[src/rtl/cpu_pkg.sv]
// Shared definitions for the control sequencer: opcodes, FSM state encoding,
// IR field positions and small opcode-class helpers.
package cpu_pkg;

  // Opcodes (IR[31:27])
  localparam logic [4:0] OP_ADD  = 5'b00000;
  localparam logic [4:0] OP_SUB  = 5'b00001;
  localparam logic [4:0] OP_AND  = 5'b00010;
  localparam logic [4:0] OP_OR   = 5'b00011;
  localparam logic [4:0] OP_SHR  = 5'b00100;
  localparam logic [4:0] OP_SHRA = 5'b00101;
  localparam logic [4:0] OP_SHL  = 5'b00110;
  localparam logic [4:0] OP_ROR  = 5'b00111;
  localparam logic [4:0] OP_ROL  = 5'b01000;
  localparam logic [4:0] OP_ADDI = 5'b01001;
  localparam logic [4:0] OP_ANDI = 5'b01010;
  localparam logic [4:0] OP_ORI  = 5'b01011;
  localparam logic [4:0] OP_MUL  = 5'b01100;
  localparam logic [4:0] OP_DIV  = 5'b01101;
  localparam logic [4:0] OP_NEG  = 5'b01110;
  localparam logic [4:0] OP_NOT  = 5'b01111;
  localparam logic [4:0] OP_NOP  = 5'b11010;
  localparam logic [4:0] OP_HALT = 5'b11011;

  // IR field bit positions
  localparam int OPC_LSB = 27;
  localparam int RA_LSB  = 23;
  localparam int RB_LSB  = 19;
  localparam int RC_LSB  = 15;
  localparam int IMM_MSB = 18;

  typedef enum logic [3:0] {
    RST_ST, FETCH0, FETCH1, FETCH2, EX3, EX4, EX5, EX6, PAUSED, HALTED
  } state_t;

  // Three-operand register ops, including MUL/DIV
  function automatic logic is_rtype(logic [4:0] op);
    return (op <= OP_ROL) || (op == OP_MUL) || (op == OP_DIV);
  endfunction

  function automatic logic is_imm(logic [4:0] op);
    return (op == OP_ADDI) || (op == OP_ANDI) || (op == OP_ORI);
  endfunction

  function automatic logic is_unary(logic [4:0] op);
    return (op == OP_NEG) || (op == OP_NOT);
  endfunction

  function automatic logic is_muldiv(logic [4:0] op);
    return (op == OP_MUL) || (op == OP_DIV);
  endfunction

  // Immediate forms reuse the ALU's register-form operation
  function automatic logic [4:0] alu_map(logic [4:0] op);
    case (op)
      OP_ADDI: return OP_ADD;
      OP_ANDI: return OP_AND;
      OP_ORI:  return OP_OR;
      default: return op;
    endcase
  endfunction

endpackage

[src/rtl/control_sequencer_reg_select.sv]
// reg_select: 4-bit register number to 16-bit one-hot strobe, gated by en.
//   en     - strobe enable
//   sel    - register number
//   onehot - one-hot output, all zero when en is low
module reg_select (
  input  logic        en,
  input  logic [3:0]  sel,
  output logic [15:0] onehot
);

  for (genvar i = 0; i < 16; i++) begin : g_bit
    assign onehot[i] = en && (sel == 4'(i));
  end

endmodule

[src/rtl/control_sequencer.sv]
// control_sequencer: Moore FSM fetching instructions and driving datapath
// strobes for register/immediate ALU ops, MUL/DIV, NEG/NOT, NOP and HALT.
//   clk, clear     - clock, async active-low reset
//   ir             - instruction register contents
//   mem_ready      - memory read data valid during FETCH1
//   stop           - pause at the next instruction boundary
//   PC/MAR/MDR/IR/Y/Z/HI/LO strobes, reg_in/reg_out one-hot, alu_op, imm_out
//   run            - low in reset, paused or halted
//   illegal_op     - one-cycle pulse on an undefined opcode
module control_sequencer
  import cpu_pkg::*;
#(
  parameter int RESET_PC_HOLD = 1
) (
  input  logic        clk,
  input  logic        clear,
  input  logic [31:0] ir,
  input  logic        mem_ready,
  input  logic        stop,
  output logic        PCout,
  output logic        IncPC,
  output logic        PC_enable,
  output logic        MAR_enable,
  output logic        mdr_read,
  output logic        MDRin,
  output logic        MDRout,
  output logic        IR_enable,
  output logic        Yin,
  output logic        ZHigh_enable,
  output logic        ZLow_enable,
  output logic        ZHighout,
  output logic        ZLowout,
  output logic        HIin,
  output logic        LOin,
  output logic        Cout,
  output logic [15:0] reg_in,
  output logic [15:0] reg_out,
  output logic [4:0]  alu_op,
  output logic [31:0] imm_out,
  output logic        run,
  output logic        illegal_op
);

  state_t      state, nxt;
  logic [1:0]  hold_cnt;
  logic        f1_wait;   // already spent a cycle waiting in FETCH1
  logic        rin_en, rout_en;
  logic [3:0]  rout_sel;
  state_t      boundary;

  logic [4:0] op;
  logic [3:0] ra, rb, rc;
  assign op = ir[OPC_LSB+:5];
  assign ra = ir[RA_LSB+:4];
  assign rb = ir[RB_LSB+:4];
  assign rc = ir[RC_LSB+:4];

  // Every path back to FETCH0 honours a pending stop request
  assign boundary = stop ? PAUSED : FETCH0;

  always_ff @(posedge clk or negedge clear) begin
    if (!clear) begin
      state    <= RST_ST;
      hold_cnt <= '0;
      f1_wait  <= 1'b0;
    end else begin
      state    <= nxt;
      hold_cnt <= (state == RST_ST) ? hold_cnt + 2'd1 : 2'd0;
      f1_wait  <= (state == FETCH1) && !mem_ready;
    end
  end

  always_comb begin
    nxt          = state;
    PCout        = 1'b0;
    IncPC        = 1'b0;
    PC_enable    = 1'b0;
    MAR_enable   = 1'b0;
    mdr_read     = 1'b0;
    MDRin        = 1'b0;
    MDRout       = 1'b0;
    IR_enable    = 1'b0;
    Yin          = 1'b0;
    ZHigh_enable = 1'b0;
    ZLow_enable  = 1'b0;
    ZHighout     = 1'b0;
    ZLowout      = 1'b0;
    HIin         = 1'b0;
    LOin         = 1'b0;
    Cout         = 1'b0;
    alu_op       = '0;
    illegal_op   = 1'b0;
    rin_en       = 1'b0;
    rout_en      = 1'b0;
    rout_sel     = rb;
    case (state)
      RST_ST: if (hold_cnt == 2'(RESET_PC_HOLD - 1)) nxt = boundary;
      FETCH0: begin
        PCout       = 1'b1;
        MAR_enable  = 1'b1;
        IncPC       = 1'b1;
        ZLow_enable = 1'b1;
        nxt         = FETCH1;
      end
      FETCH1: begin
        ZLowout   = 1'b1;
        PC_enable = !f1_wait;  // PC loads once, not on every wait cycle
        mdr_read  = 1'b1;
        MDRin     = 1'b1;
        if (mem_ready) nxt = FETCH2;
      end
      FETCH2: begin
        MDRout    = 1'b1;
        IR_enable = 1'b1;
        if (op == OP_NOP)       nxt = boundary;
        else if (op == OP_HALT) nxt = HALTED;
        else                    nxt = EX3;
      end
      EX3: begin
        if (is_unary(op)) begin
          rout_en     = 1'b1;
          alu_op      = alu_map(op);
          ZLow_enable = 1'b1;
          nxt         = EX5;
        end else if (is_rtype(op) || is_imm(op)) begin
          rout_en = 1'b1;
          Yin     = 1'b1;
          nxt     = EX4;
        end else begin
          illegal_op = 1'b1;
          nxt        = boundary;
        end
      end
      EX4: begin
        if (is_imm(op)) Cout = 1'b1;
        else begin
          rout_en  = 1'b1;
          rout_sel = rc;
        end
        alu_op       = alu_map(op);
        ZLow_enable  = 1'b1;
        ZHigh_enable = is_muldiv(op);
        nxt          = EX5;
      end
      EX5: begin
        ZLowout = 1'b1;
        if (is_muldiv(op)) begin
          LOin = 1'b1;
          nxt  = EX6;
        end else begin
          rin_en = 1'b1;
          nxt    = boundary;
        end
      end
      EX6: begin
        ZHighout = 1'b1;
        HIin     = 1'b1;
        nxt      = boundary;
      end
      PAUSED:  if (!stop) nxt = FETCH0;
      HALTED:  nxt = HALTED;
      default: nxt = RST_ST;
    endcase
  end

  reg_select u_rin  (.en(rin_en),  .sel(ra),       .onehot(reg_in));
  reg_select u_rout (.en(rout_en), .sel(rout_sel), .onehot(reg_out));

  assign run     = !(state inside {RST_ST, PAUSED, HALTED});
  assign imm_out = (state == RST_ST) ? '0 : {{(31-IMM_MSB){ir[IMM_MSB]}}, ir[IMM_MSB:0]};

endmodule

[config.mk]
export PLATFORM = sky130hd
export DESIGN_NAME = control_sequencer
export DESIGN_NICKNAME = d
export VERILOG_FILES = /design/src/rtl/cpu_pkg.sv /design/src/rtl/control_sequencer_reg_select.sv /design/src/rtl/control_sequencer.sv
export SDC_FILE = /design/constraint.sdc
export NUM_CORES = 1
export LEC_CHECK = 0
export CAP_MARGIN = 20
export CORE_MARGIN = 2
export CORE_UTILIZATION = 34
export CTS_CLUSTER_SIZE = 16
export DETAILED_ROUTE_END_ITERATION = 10
export GPL_TIMING_DRIVEN = 0
export PLACE_DENSITY = 0.89
export SLEW_MARGIN = 20
export SYNTH_ARGS = -nofsm -noshare
export SYNTH_HDL_FRONTEND = slang
export SYNTH_SLANG_ARGS = --single-unit
[constraint.sdc]
create_clock -name clk -period 4.31 [get_ports clk]
set_clock_uncertainty 0.15 [all_clocks]
set_input_delay 0.862 -clock clk [delete_from_list [all_inputs] [get_ports clk]]
set_output_delay 0.862 -clock clk [all_outputs]
set_load 0.03 [all_outputs]
==> metrics.md <==
| Metric | Value |
|---|---|
| Finished Layout Cells | around 370 |
| Num CTS Buffers | 3 |
| Pwr/cell area | between 500 and 600 nW/um^2 |
| Top cells by area, synth | nor2b_1, dfrtp_1, buf_4 |
| Final setup viols | 1 |
| Register area | ~180 sq um |
| Area Growth Syn to Fin | 98.9% |
| Slew Viols, Final | 0 |
| Number of iterations in the first detailed-routing pass | 4 |
| Vias | ~1800 |
| Setup Crit Path Kind | input port to output pin |
| Number of flops mapped to enable cells by yosys | 0 |
| Main synth FF type | dfrtp_1 |
| Vias per cell | just under 5 |
| Pre-CTS setup slack | -0.194 ns |
| Share of layout cells above drive strength 1 | 0.124 |
| Clock transition at the registers of the reported paths | about 0.04 ns |
| Die width | about 67 microns |
| DRT iter0 DRCs | between 100 and 150 |
| Die Height | around 67 microns |
| Synth unique cells | 48 |
| VDD IR max | between 0.4 and 0.5 mV |
| FMAX | 231 MHz |
| WP data required | ~3.3 ns |
| First-pass GRT wire length | around 7700 microns |
| Syn nets | approximately 230 |
| Slowest cell on the critical path | mux2_2 |
| FP Rows | 22 |
| Status | complete, but fails checks |
| I/O pin count | 123 |
| CP Capture Type | output pin |
| Leakage | about 1.2 nW |
| Final Cycle Share | 1.00 |
| PortBufs | around 120 |
| Worst skew pair latency | between 0.2 and 0.25 ns |
| Drt wl/cell | between 10 and 15 microns |
| Die area | about 4500 sq um |
| WHS | 0.386 ns |
| H-tree Lvls | 1 |
| Final hold violations | 0 |
| Vias in the first global route | 1700 |
| # nets final | about 360 |
| Clk sinks | 7 |
| Largest area contributor in the netlist | nor2b_1 |
| Fin crit period | ~4.3 ns |
| Crit path DAT | between 3 and 4 ns |
| Startpoint Class | input port |
| Max incr delay on CP | 0.46 ns |
| Placed wire-length estimate | between 4000 and 5000 microns |
| Max FO, Critical Path | 10 |
| FILL cells | roughly 320 |
| Post-Place Cells | between 300 and 400 |
| Worst-path cell chain | clkdlybuf4s50_1 -> buf_6 -> or3b_4 -> o21ai_4 -> mux2_2 -> nor3_1 -> dlygate4sd2_1 |
| Largest net degree at the start of global routing | 15 |
| Worst Tran Pin Value | 0.924 ns |
| Sequential area share after synthesis | 0.129 |
| Fraction of registers with async set/reset | 1.00 |
| Final Wtd Congestion | between 0.8 and 0.9 |
| Gr ovfl total | 0 |
| Initial antenna violation count | 0 |
| HP Class | register to register |
| Setup TNS | -0.0160 ns |
| Synth top area share | 0.143 |
| Residual DRC | 0 |
| Finished Cell Area | about 2700 sq um |
| DP Area | between 2000 and 3000 sq um |
| Failing checks | negative setup slack |
| CTS tree | built |
| Mean Syn Cell Area | slightly below 7 sq um |
| N_diodes | 0 |
| CP Buf/Inv Count | 3 |
| Rel. slew slack | 0.383 |
| Max Root-Sink Buffers | 2 |
| Root Driver | clkbuf_8 |
| Max cap viols | 0 |
| Ys Warns | 0 |
| CP delay by family, top | buffers and inverters |
| Starting density of the core | 0.363 |
| ANT nets after route | 0 |
| Synthesized area | between 1000 and 1500 sq um |
| Core area | roughly 3700 sq um |
| Post-Route WL | 4950 microns |
| Final WS setup | -0.0160 ns |
| Final Core Density | 0.721 |
| Power consumption | 1.47 mW |
| Synth Register Bits | 7 |
| Unrepaired setup endpoints after global routing | yes |
| GRT Total Usage | 0.217 |
| Multi-input logic area | about 1000 sq um |
| Mapped Cells | a little under 200 |
==> cells by family after synthesis <==
logic type / after synthesis / share of synthesized area
simple gates: 123 / 0.524
mux: 6 / 0.0488
flops: 7 / 0.129
buf+inv: 33 / 0.147
fa+ha+maj: 1 / 0.00922
compound gates: 26 / 0.141
==> worst paths after layout <==
check	start	to	slack [ns]	depth (start not counted)
min in group asynchronous	clear	f1_wait$_DFF_PN0_	0.74	1
min	hold_cnt[0]$_DFF_PN0_	hold_cnt[0]$_DFF_PN0_	0.39	2
min reg2reg	hold_cnt[0]$_DFF_PN0_	hold_cnt[0]$_DFF_PN0_	0.39	2
max in group asynchronous	clear	state[2]$_DFFE_PN0P_	3.04	1
max	ir[31]	reg_out[6]	-0.02	7
max reg2reg	state[3]$_DFFE_PN0P_	hold_cnt[1]$_DFF_PN0_	2.22	4
==> report_power, final <==
group / switching [mW] / leakage [nW] / internal [mW] / total, mW
clock network: 0.0284 / 0.0228 / 0.0640 / 0.0924
registers: 0.0177 / 0.0920 / 0.0928 / 0.110
logic: 0.723 / 1.07 / 0.546 / 1.27
==> layout by cell type (no fill, tap or decap), types with 2 or more instances in the layout <==
cell type,Yosys,final
a211oi_1,2,2
a21o_1,3,3
a21oi_1,3,3
and2_1,7,7
and3_1,3,3
and4b_1,2,2
and4bb_2,3,3
buf_4,18,20
clkbuf_1,8,8
clkbuf_2,1,4
clkbuf_8,0,3
clkdlybuf4s50_1,0,106
dfrtp_1,7,7
dlygate4sd2_1,0,6
dlymetal6s2s_1,0,6
inv_1,5,5
mux2_2,2,2
mux2i_1,3,2
nand2_1,11,11
nand2b_1,5,5
nand4b_1,2,2
nor2_1,21,21
nor2b_1,31,31
nor3_1,23,23
nor3b_1,3,3
o211ai_1,2,2
o21ai_0,2,2
o21ai_1,2,2
o31ai_1,2,2
or2_2,2,2
or3_1,2,2
==> area by class of cell <==
class / count / area share
Tap cell: 48 / 0.0222
Sequential cell: 7 / 0.0649
Multi-Input combinational cell: 156 / 0.368
Inverter: 5 / 0.00695
Buffer: 27 / 0.0658
Timing Repair Buffer: 124 / 0.455
Clock buffer: 4 / 0.0167
==> cell usage after synthesis, drive strengths merged, types with 4 or more instances <==
cell,count
dfrtp,7
nor2b,31
mux2i,4
and2,7
nor3,23
nor2,21
o21ai,5
clkbuf,9
buf,19
inv,5
nand2,11
nand2b,5
==> metal layers <==
layer  up-vias  wire (microns)  share of wire  track usage
met3         0             310          0.063       0.0383
met5         -               0              0            0
li1        929               -              -            -
met4         0               0              0       0.0230
met2        65            2520           0.51        0.379
met1       844            2130           0.43        0.288
==> registers in the layout (all words and copies together) (netlist names) <==
signal,count
f1_wait,1
state,4
hold_cnt,2
==> worst reg2reg max path, cell delays in order, from the launching register on <==
cell      delay, ns
dfrtp_1        0.44
clkbuf_1       0.24
nor4_1         0.65
clkbuf_1       0.38
and2_1         0.18
==> repair_timing <==
| action | 4_1_cts | 5_1_grt |
|---|---|---|
| resized for setup | 12 | 16 |
| hold buffers | 0 | 0 |
| setup endpoints to repair | 16 | 15 |
| setup buffers | 0 | 2 |
Note: power is estimated with default switching activity, not from simulation.
